`src/rtl/card_deck_store_if.sv`:
```
// card_deck_store_if
//   Command/response bundle between game control logic (master) and the
//   card deck store (slave).
//
//   cmd_valid / cmd / cmd_ready : command handshake (DRAW, RETURN, SWAP, INIT)
//   in_value / in_suit          : card operand for RETURN
//   idx_a / idx_b               : slot operands for SWAP (0 = bottom of deck)
//   out_valid / card            : drawn card, {2'b00, value, suit}
//   count / empty / full        : deck occupancy
//   error                       : accepted command was rejected
interface card_deck_store_if #(
    parameter int ADDR_W = 6
);
    logic              cmd_valid;
    logic [1:0]        cmd;
    logic              cmd_ready;
    logic [3:0]        in_value;
    logic [1:0]        in_suit;
    logic [ADDR_W-1:0] idx_a;
    logic [ADDR_W-1:0] idx_b;
    logic              out_valid;
    logic [7:0]        card;
    logic [ADDR_W-1:0] count;
    logic              empty;
    logic              full;
    logic              error;

    modport master (
        output cmd_valid, cmd, in_value, in_suit, idx_a, idx_b,
        input  cmd_ready, out_valid, card, count, empty, full, error
    );

    modport slave (
        input  cmd_valid, cmd, in_value, in_suit, idx_a, idx_b,
        output cmd_ready, out_valid, card, count, empty, full, error
    );
endinterface

```
`src/rtl/card_deck_store.sv`:
```
// card_deck_store
//   Stack-organised deck of up to DEPTH cards, each stored as 6-bit
//   {value, suit}. The top of the deck is slot count-1.
//   Commands: DRAW pops the top card, RETURN pushes a card, SWAP exchanges
//   two slots over two extra cycles, INIT writes a standard ordered deck of
//   min(DEPTH, 52) cards, one slot per cycle.
//
//   clock : system clock, all state updates on the rising edge
//   reset : asynchronous, active-high
//   bus   : card_deck_store_if slave modport (handshake, operands, results)
module card_deck_store #(
    parameter int DEPTH  = 52,
    parameter int ADDR_W = 6
) (
    input  logic               clock,
    input  logic               reset,
    card_deck_store_if.slave   bus
);
    localparam int N_INIT = (DEPTH < 52) ? DEPTH : 52;
    localparam int SLOT_W = (DEPTH > 1) ? $clog2(DEPTH) : 1;

    localparam logic [ADDR_W-1:0] DEPTH_C   = ADDR_W'(DEPTH);
    localparam logic [ADDR_W-1:0] LAST_INIT = ADDR_W'(N_INIT - 1);

    localparam logic [1:0] CMD_DRAW   = 2'b00;
    localparam logic [1:0] CMD_RETURN = 2'b01;
    localparam logic [1:0] CMD_SWAP   = 2'b10;
    localparam logic [1:0] CMD_INIT   = 2'b11;

    localparam logic [1:0] IDLE    = 2'd0;
    localparam logic [1:0] SWAP_RD = 2'd1;
    localparam logic [1:0] SWAP_WR = 2'd2;
    localparam logic [1:0] INIT    = 2'd3;

    logic [1:0]        state;
    logic [ADDR_W-1:0] count_q;
    logic [7:0]        card_q;
    logic              out_valid_q;
    logic              error_q;
    logic [SLOT_W-1:0] swap_a;
    logic [SLOT_W-1:0] swap_b;
    logic [3:0]        init_value;
    logic [1:0]        init_suit;

    logic [5:0]        slot [DEPTH];
    logic [5:0]        tmp_a;
    logic [5:0]        tmp_b;

    logic              cmd_ready;
    logic              accept;
    logic              can_draw;
    logic              can_return;
    logic              can_swap;
    logic              return_fire;
    logic [SLOT_W-1:0] wr_slot;
    logic [SLOT_W-1:0] top_slot;

    // Ready is gated by the reset input itself so it is low for the whole
    // time reset is held, not just after the next edge.
    assign cmd_ready   = (state == IDLE) && !reset;
    assign accept      = bus.cmd_valid && cmd_ready;

    assign can_draw    = (count_q != '0);
    assign can_return  = (count_q < DEPTH_C) &&
                         (bus.in_value >= 4'd1) && (bus.in_value <= 4'd13);
    assign can_swap    = (bus.idx_a < count_q) && (bus.idx_b < count_q);
    assign return_fire = accept && (bus.cmd == CMD_RETURN) && can_return;

    // Slot addresses only need enough bits to span DEPTH; every write using
    // wr_slot is guarded so count_q < DEPTH, and top_slot is only used when
    // count_q > 0, so the truncation never aliases.
    assign wr_slot  = count_q[SLOT_W-1:0];
    assign top_slot = count_q[SLOT_W-1:0] - 1'b1;

    // Control state: FSM, occupancy, output registers.
    // NOTE: sequential state uses non-blocking assignments so every register
    // samples the pre-edge values of the others, independent of statement order.
    always_ff @(posedge clock or posedge reset) begin
        if (reset) begin
            state       <= IDLE;
            count_q     <= '0;
            card_q      <= '0;
            out_valid_q <= 1'b0;
            error_q     <= 1'b0;
            swap_a      <= '0;
            swap_b      <= '0;
            init_value  <= 4'd1;
            init_suit   <= 2'd0;
        end else begin
            out_valid_q <= 1'b0;
            error_q     <= 1'b0;
            case (state)
                IDLE: begin
                    if (accept) begin
                        case (bus.cmd)
                            CMD_DRAW: begin
                                if (can_draw) begin
                                    card_q      <= {2'b00, slot[top_slot]};
                                    count_q     <= count_q - 1'b1;
                                    out_valid_q <= 1'b1;
                                end else begin
                                    error_q <= 1'b1;
                                end
                            end
                            CMD_RETURN: begin
                                if (can_return) begin
                                    count_q <= count_q + 1'b1;
                                end else begin
                                    error_q <= 1'b1;
                                end
                            end
                            CMD_SWAP: begin
                                if (can_swap) begin
                                    swap_a <= bus.idx_a[SLOT_W-1:0];
                                    swap_b <= bus.idx_b[SLOT_W-1:0];
                                    state  <= SWAP_RD;
                                end else begin
                                    error_q <= 1'b1;
                                end
                            end
                            default: begin  // CMD_INIT
                                count_q    <= '0;
                                init_value <= 4'd1;
                                init_suit  <= 2'd0;
                                state      <= INIT;
                            end
                        endcase
                    end
                end
                SWAP_RD: state <= SWAP_WR;
                SWAP_WR: state <= IDLE;
                default: begin  // INIT: one ordered card per cycle
                    count_q <= count_q + 1'b1;
                    if (init_value == 4'd13) begin
                        init_value <= 4'd1;
                        init_suit  <= init_suit + 1'b1;
                    end else begin
                        init_value <= init_value + 1'b1;
                    end
                    if (count_q == LAST_INIT) begin
                        state <= IDLE;
                    end
                end
            endcase
        end
    end

    // Card storage and swap temporaries.
    // NOTE: the slot array is deliberately left out of reset; only count
    // defines which slots are meaningful, and a reset on a memory would
    // block RAM/array inference and cost a reset net to every bit.
    always_ff @(posedge clock) begin
        if (return_fire) begin
            slot[wr_slot] <= {bus.in_value, bus.in_suit};
        end
        if (state == INIT) begin
            slot[wr_slot] <= {init_value, init_suit};
        end
        if (state == SWAP_RD) begin
            tmp_a <= slot[swap_a];
            tmp_b <= slot[swap_b];
        end
        // With swap_a == swap_b both writes carry the same data.
        if (state == SWAP_WR) begin
            slot[swap_a] <= tmp_b;
            slot[swap_b] <= tmp_a;
        end
    end

    assign bus.cmd_ready = cmd_ready;
    assign bus.out_valid = out_valid_q;
    assign bus.card      = card_q;
    assign bus.count     = count_q;
    assign bus.empty     = (count_q == '0);
    assign bus.full      = (count_q == DEPTH_C);
    assign bus.error     = error_q;
endmodule

```
`src/flat_wrapper.sv`:
```
// flat-port wrapper written by rule: the top's interface ports become plain ports
module card_deck_store_flat 
#(
    parameter int DEPTH  = 52,
    parameter int ADDR_W = 6
)
  (clock, reset, bus_cmd_valid, bus_cmd, bus_in_value, bus_in_suit, bus_idx_a, bus_idx_b, bus_cmd_ready, bus_out_valid, bus_card, bus_count, bus_empty, bus_full, bus_error);
  card_deck_store_if #(.ADDR_W(ADDR_W)) bus_i ();
  input  logic clock;
  input  logic reset;
  input wire logic [$bits(bus_i.cmd_valid)-1:0] bus_cmd_valid;
  input wire logic [$bits(bus_i.cmd)-1:0] bus_cmd;
  input wire logic [$bits(bus_i.in_value)-1:0] bus_in_value;
  input wire logic [$bits(bus_i.in_suit)-1:0] bus_in_suit;
  input wire logic [$bits(bus_i.idx_a)-1:0] bus_idx_a;
  input wire logic [$bits(bus_i.idx_b)-1:0] bus_idx_b;
  output wire logic [$bits(bus_i.cmd_ready)-1:0] bus_cmd_ready;
  output wire logic [$bits(bus_i.out_valid)-1:0] bus_out_valid;
  output wire logic [$bits(bus_i.card)-1:0] bus_card;
  output wire logic [$bits(bus_i.count)-1:0] bus_count;
  output wire logic [$bits(bus_i.empty)-1:0] bus_empty;
  output wire logic [$bits(bus_i.full)-1:0] bus_full;
  output wire logic [$bits(bus_i.error)-1:0] bus_error;
  assign bus_i.cmd_valid = bus_cmd_valid;
  assign bus_i.cmd = bus_cmd;
  assign bus_i.in_value = bus_in_value;
  assign bus_i.in_suit = bus_in_suit;
  assign bus_i.idx_a = bus_idx_a;
  assign bus_i.idx_b = bus_idx_b;
  assign bus_cmd_ready = bus_i.cmd_ready;
  assign bus_out_valid = bus_i.out_valid;
  assign bus_card = bus_i.card;
  assign bus_count = bus_i.count;
  assign bus_empty = bus_i.empty;
  assign bus_full = bus_i.full;
  assign bus_error = bus_i.error;
  card_deck_store #(.DEPTH(DEPTH), .ADDR_W(ADDR_W)) u_core (.clock(clock), .reset(reset), .bus(bus_i));
endmodule
```
`config.mk`:
```
export PLATFORM = sky130hd
export DESIGN_NAME = card_deck_store_flat
export DESIGN_NICKNAME = d
export VERILOG_FILES = /design/src/rtl/card_deck_store_if.sv /design/src/rtl/card_deck_store.sv /design/src/flat_wrapper.sv
export SDC_FILE = /design/constraint.sdc
export NUM_CORES = 1
export LEC_CHECK = 0
export CAP_MARGIN = 20
export CORE_MARGIN = 8
export CORE_UTILIZATION = 45
export CTS_CLUSTER_DIAMETER = 150
export DETAILED_ROUTE_END_ITERATION = 12
export PLACE_DENSITY = 0.7
export SETUP_SLACK_MARGIN = 0.2
export SLEW_MARGIN = 20
export SYNTH_ARGS = -nofsm -noshare
export SYNTH_HDL_FRONTEND = slang
export SYNTH_SLANG_ARGS = --single-unit
```
`constraint.sdc`:
```
create_clock -name clock -period 2.8 [get_ports clock]
set_input_delay 0.56 -clock clock [delete_from_list [all_inputs] [get_ports clock]]
set_output_delay 0.56 -clock clock [all_outputs]
set_load 0.02 [all_outputs]
```
# After elaboration in Yosys (flattened, before gate mapping)

Memory sizes are Yosys's and may differ from the RTL's. A register that Yosys moved wholly into a read port is not among the register bits.
Cells that the tools add are included.

Register bits after elaboration: 28
RAM bits: 312
Input bits: 23
Memories: 1

$add $sub $neg: 4
$lt $le $gt $ge: 5
Equality and inequality tests: 15
Mux-type cells: 38
Bitwise logic cells: 2
Reductions and logical operators: 24

Memory list:

| memory      | depth | width | rd ports | clocked after Yosys merged registers in | wr ports | RTL line              | text |
|---|---|---|---|---|---|---|---|
| u_core.slot | 52    | 6     | 3        | 3                                       | 2        | card_deck_store.sv:45 | `logic [5:0] slot [DEPTH];` |

Operator list:

| operator                                           | number |
|---|---|
| 2-to-1 mux 6 bit                                   | 6 |
| case mux 6 bit (3 select lines)                    | 1 |
| 2-to-1 mux 1 bit                                   | 16 |
| AND reduction 4 bit                                | 4 |
| == test 6 bit (second input constant)              | 2 |
| less-than comparator 6 bit                         | 2 |
| 2-to-1 mux 2 bit                                   | 6 |
| 2-to-1 mux 4 bit                                   | 3 |
| case mux 6 bit (2 select lines)                    | 1 |
| != test 3 x 2 -> 1 bit (second input constant)     | 3 |
| case mux 2 bit (2 select lines)                    | 2 |
| case mux 4 bit (2 select lines)                    | 1 |
| logical AND 1 bit                                  | 7 |
| adder 6 x 1 -> 6 bit (second input constant)       | 1 |
| == test 2 bit (second input constant)              | 3 |
| logical NOT 6 bit                                  | 1 |
| less-than comparator 6 bit (second input constant) | 1 |
| != test 2 bit (second input constant)              | 3 |
| case mux 2 bit (3 select lines)                    | 1 |
| nonzero test 6 bit                                 | 1 |
| OR reduction 6 bit                                 | 1 |
| subtractor 6 x 1 -> 6 bit (second input constant)  | 1 |
| AND reduction 5 bit                                | 1 |
| adder 4 x 1 -> 4 bit (second input constant)       | 1 |
| 16 further kinds                                   | 19 |

# Longest topological paths before layout

Depth after elaboration: 9
Mapped depth: 15
Gate-level depth less buffers: 9

# Worst setup path after synthesis

Ideal clock, no wire load.

Path type: register to register
Start point: register u_core.count_q[0], in the netlist u_core.bus.count[0]
End point: register u_core.card_q[3], in the netlist u_core.bus.card[3] (read register of u_core.slot)
Library setup time: 0.129 ns
Arrival: 3.119 ns
Required time: 2.671 ns
Setup slack: -0.448 ns
Cell stages (with the launch flop): 15
Buffers on the path: 7
Clock period less this slack: 3.248 ns
Path through: dfrtp_1 buf_4 buf_6 buf_4 buf_2 inv_1 ha_1 buf_2 buf_2 buf_1 mux4_2 nand2_1 nand3_1 a32oi_1 o21ai_1

Word-level cells in the longest chain between the ends: 2

RTL lines:

| element                                                           | RTL line               | text |
|---|---|---|
| from (decl)                                                       | card_deck_store.sv:36  | `logic [ADDR_W-1:0] count_q;` |
| from (signal assigned)                                            | card_deck_store.sv:99  | `count_q <= count_q - 1'b1;` |
| from (signal assigned)                                            | card_deck_store.sv:107 | `count_q <= count_q + 1'b1;` |
| from (signal assigned)                                            | card_deck_store.sv:133 | `count_q <= count_q + 1'b1;` |
| branches (longest 2 deep; another with subtractor 6 x 1 -> 6 bit) | --                     |  |
| to (decl)                                                         | card_deck_store.sv:37  | `logic [7:0] card_q;` |

Parallel ways; which one is timed is not known.
A chain may end at the register's enable or synchronous reset.

==> results.cfg <==
[detailed_routing]
routedWlPerCell_um = 35.5
num_vias = 20834
drc = 0
viasPerCell = 7.16
dr.pass1.iters = 6
drt_iter0_drc = 3391
routed_wl_mm = 103
drtAntennaViolNets = 0

[setup_path]
required_ns = 3.12
r2r-start = u_core.swap_a[1]
path_max_fanout = 8
critical_path_arrival_ns = 3.02
crit_path_end_kind = flip-flop
critPathLaunchType = flip-flop
startpoint = u_core.swap_a[1]
crit_type = reg -> reg

[grt]
grtUsageTotal_pct = 33.1
grt_max_degree = 53
grt_pass1_vias = 20107
grt_pass1_wl_mm = 145
grt.overflow.total = 0
antenna_found_initial = 3

[synthesis]
synth-async-reset-ratio_pct = 9.50
synth_top_area_share_pct = 40.3
synth-seq-cells = 358
synth_area_leader_cell = edfxtp_1
synth_edf_count = 324
ys_seq_area_share_pct = 43.9
syn_inst = 2009
synth.cell_area_um2 = 24100
synth_flop_cell = edfxtp_1
ys_top_cells_by_area = edfxtp_1, mux4_2, mux2_2
synth.distinct_cells = 78
synth-warning-count = 0
avgSynthCellArea_um2 = 12.0

[timing]
period_needed_ns = 2.70
final_hold_viol_count = 0
setup_ws_ns = 0.0959
period_share_pct = 96.6
worst_pin_slew_ns = 1.15
slew_violations = 0
max_slew_margin_pct = 23.2
setup_viol = 0
finalClockSkew_ns = 0.0144
fmax_mhz = 370
grt_setup_unrepaired = yes

[place]
hpwl_mm = 71.0
place_inst = 2794
io_buffer_count = 39
gp_congestion = 1.03
pre_cts_slack_ns = -0.494

[floorplan]
die_y_um = 248
core_area_um2 = 53400
dieArea_um2 = 61300
die_w_um = 248
boundaryPins = 42
placementRows = 85
start_util_pct = 45.2

[clock_network]
clkTransAtPathRegs_ns = 0.06
cts_sinks = 358
cts_inserted_buffers = 42
clk_latency_ns = 0.58
hold_buffers = 0
cts_root_buf = clkbuf_16
htreeDepth = 2
cts_max_path_buffers = 3
tritoncts = built

[hold_path]
hp-class = reg -> reg
hold_start = u_core.init_suit[1]

[finish]
area_growth_pct = 22.7
drive_above_1_share_pct = 39.4
layout_commonest_cell = nand2_1
layout_common_cells = nand2_1, edfxtp_1, buf_4
final_cells = 2908
num-nets-final = 2220

[power]
power.leakage_nw = 9.77
power_density_nw_per_um2 = 1220
ir_worst_vdd_mv = 0.844

[outcome]
status = finished, final reports clean

[run]
drv_cap = 0
[power breakdown]
part	switching, mW	total (mW)	internal [mW]
sequential	0.715	8.14	7.42
clock	2.40	5.50	3.10
combinational	13.2	22.5	9.27
[through the flow]
step                total power [mW]  TNS (ns)  utilization, %  cell area, um^2  hold WS (ns)
floorplan                       19.3         0               -            24400         0.457
CTS                             34.4         0            54.4            29000         0.513
global placement                27.8   -111.78            50.8            27100         0.483
detailed placement              28.1   -103.56            50.8            27100         0.505
global route                    36.8         0            55.4            29600         0.542
finish                          36.1         0            55.4            29600         0.519
[final cells by class]
type                            instances  area (um^2)
Antenna cell                            1         2.50
Clock buffer                           50         1100
Clock inverter                         27          234
Fill cell                            4323        23800
Inverter                               16         68.8
Multi-Input combinational cell       1414        13300
Sequential cell                       358        10600
Tap cell                              696          871
Timing Repair Buffer                  346         3430
[timing repair]
action / CTS / global route
pin swaps: 10 / 8
gates resized for setup: 78 / 61
cloned: 5 / 2
endpoints found under the setup margin: 238 / 470
buffers inserted: 13 / 15
[synthesized netlist by cell type, types with 7 or more instances]
cell type  number
clkbuf_1      127
mux4_1          7
a221oi_1       26
o31ai_1         9
o21a_1         10
o22ai_1        43
a31oi_1        11
a21oi_1        29
buf_1          18
nand3_1        39
edfxtp_1      324
dfrtp_1        33
mux2i_1        34
nor2_1         70
nor2b_1        18
buf_2          54
a211oi_1       15
mux4_2        215
and3_1          9
mux2_2        148
a22oi_1        16
inv_1          12
nand2_1       343
ha_1           19
nand2b_1        7
o21ai_0       234
and2_1          8
buf_4          15
mux2_1          9
[worst max-delay path, stage by stage (launching register included)]
cell and delay [ns]:
dfrtp_4 0.51, buf_12 0.16, buf_12 0.13, buf_12 0.13, buf_16 0.15, buf_6 0.13, mux4_2 0.43, mux4_2 0.53
mux2i_2 0.21, a21oi_2 0.07
[path summary, 6_finish.rpt]
kind | slack [ns] | end | cells after the start
min in group asynchronous | 0.54 | u_core.swap_b[5] | 4
setup reg to reg | 0.1 | u_core.tmp_a[1] | 9
hold reg to reg | 0.52 | u_core.init_suit[1] | 1
hold / removal | 0.52 | u_core.init_suit[1] | 1
setup / recovery | 0.1 | u_core.tmp_a[1] | 9
max in group asynchronous | 1.89 | u_core.bus.count[0] | 4
[routing by layer]
| metal | global-route usage [%] | share of wire (%) | vias up |
|---|---|---|---|
| li1 | - | - | 8198 |
| met1 | 41.0 | 34 | 10122 |
| met2 | 50.7 | 44 | 2097 |
| met3 | 10.3 | 15 | 413 |
| met4 | 20.0 | 7.4 | 4 |
| met5 | 0 | 0.050 | - |
[registers in the layout, summed over array words and instances, names as in the netlist, 2 cells and up]
name	cells
u_core.bus.card	6
u_core.bus.count	6
u_core.init_suit	2
u_core.init_value	4
u_core.slot	312
u_core.state	2
u_core.swap_a	6
u_core.swap_b	6
u_core.tmp_a	6
u_core.tmp_b	6
[cells by family (layout without fill, tap and decap cells)]
kind of cell | Yosys count | after routing | share of synthesized area (%)
AOI/OAI and AO/OA | 450 | 450 | 11.5
xor gates and xnor gates | 7 | 7 | 0.316
adders and majority gates | 19 | 19 | 0.986
buffers and inverters | 238 | 439 | 4.52
DFF | 358 | 358 | 43.9
muxes | 413 | 413 | 29.6
other | 1 | 3 | 0.0155
and+or+nand+nor | 523 | 523 | 9.23
No activity file was read; power rests on OpenSTA's default activity.
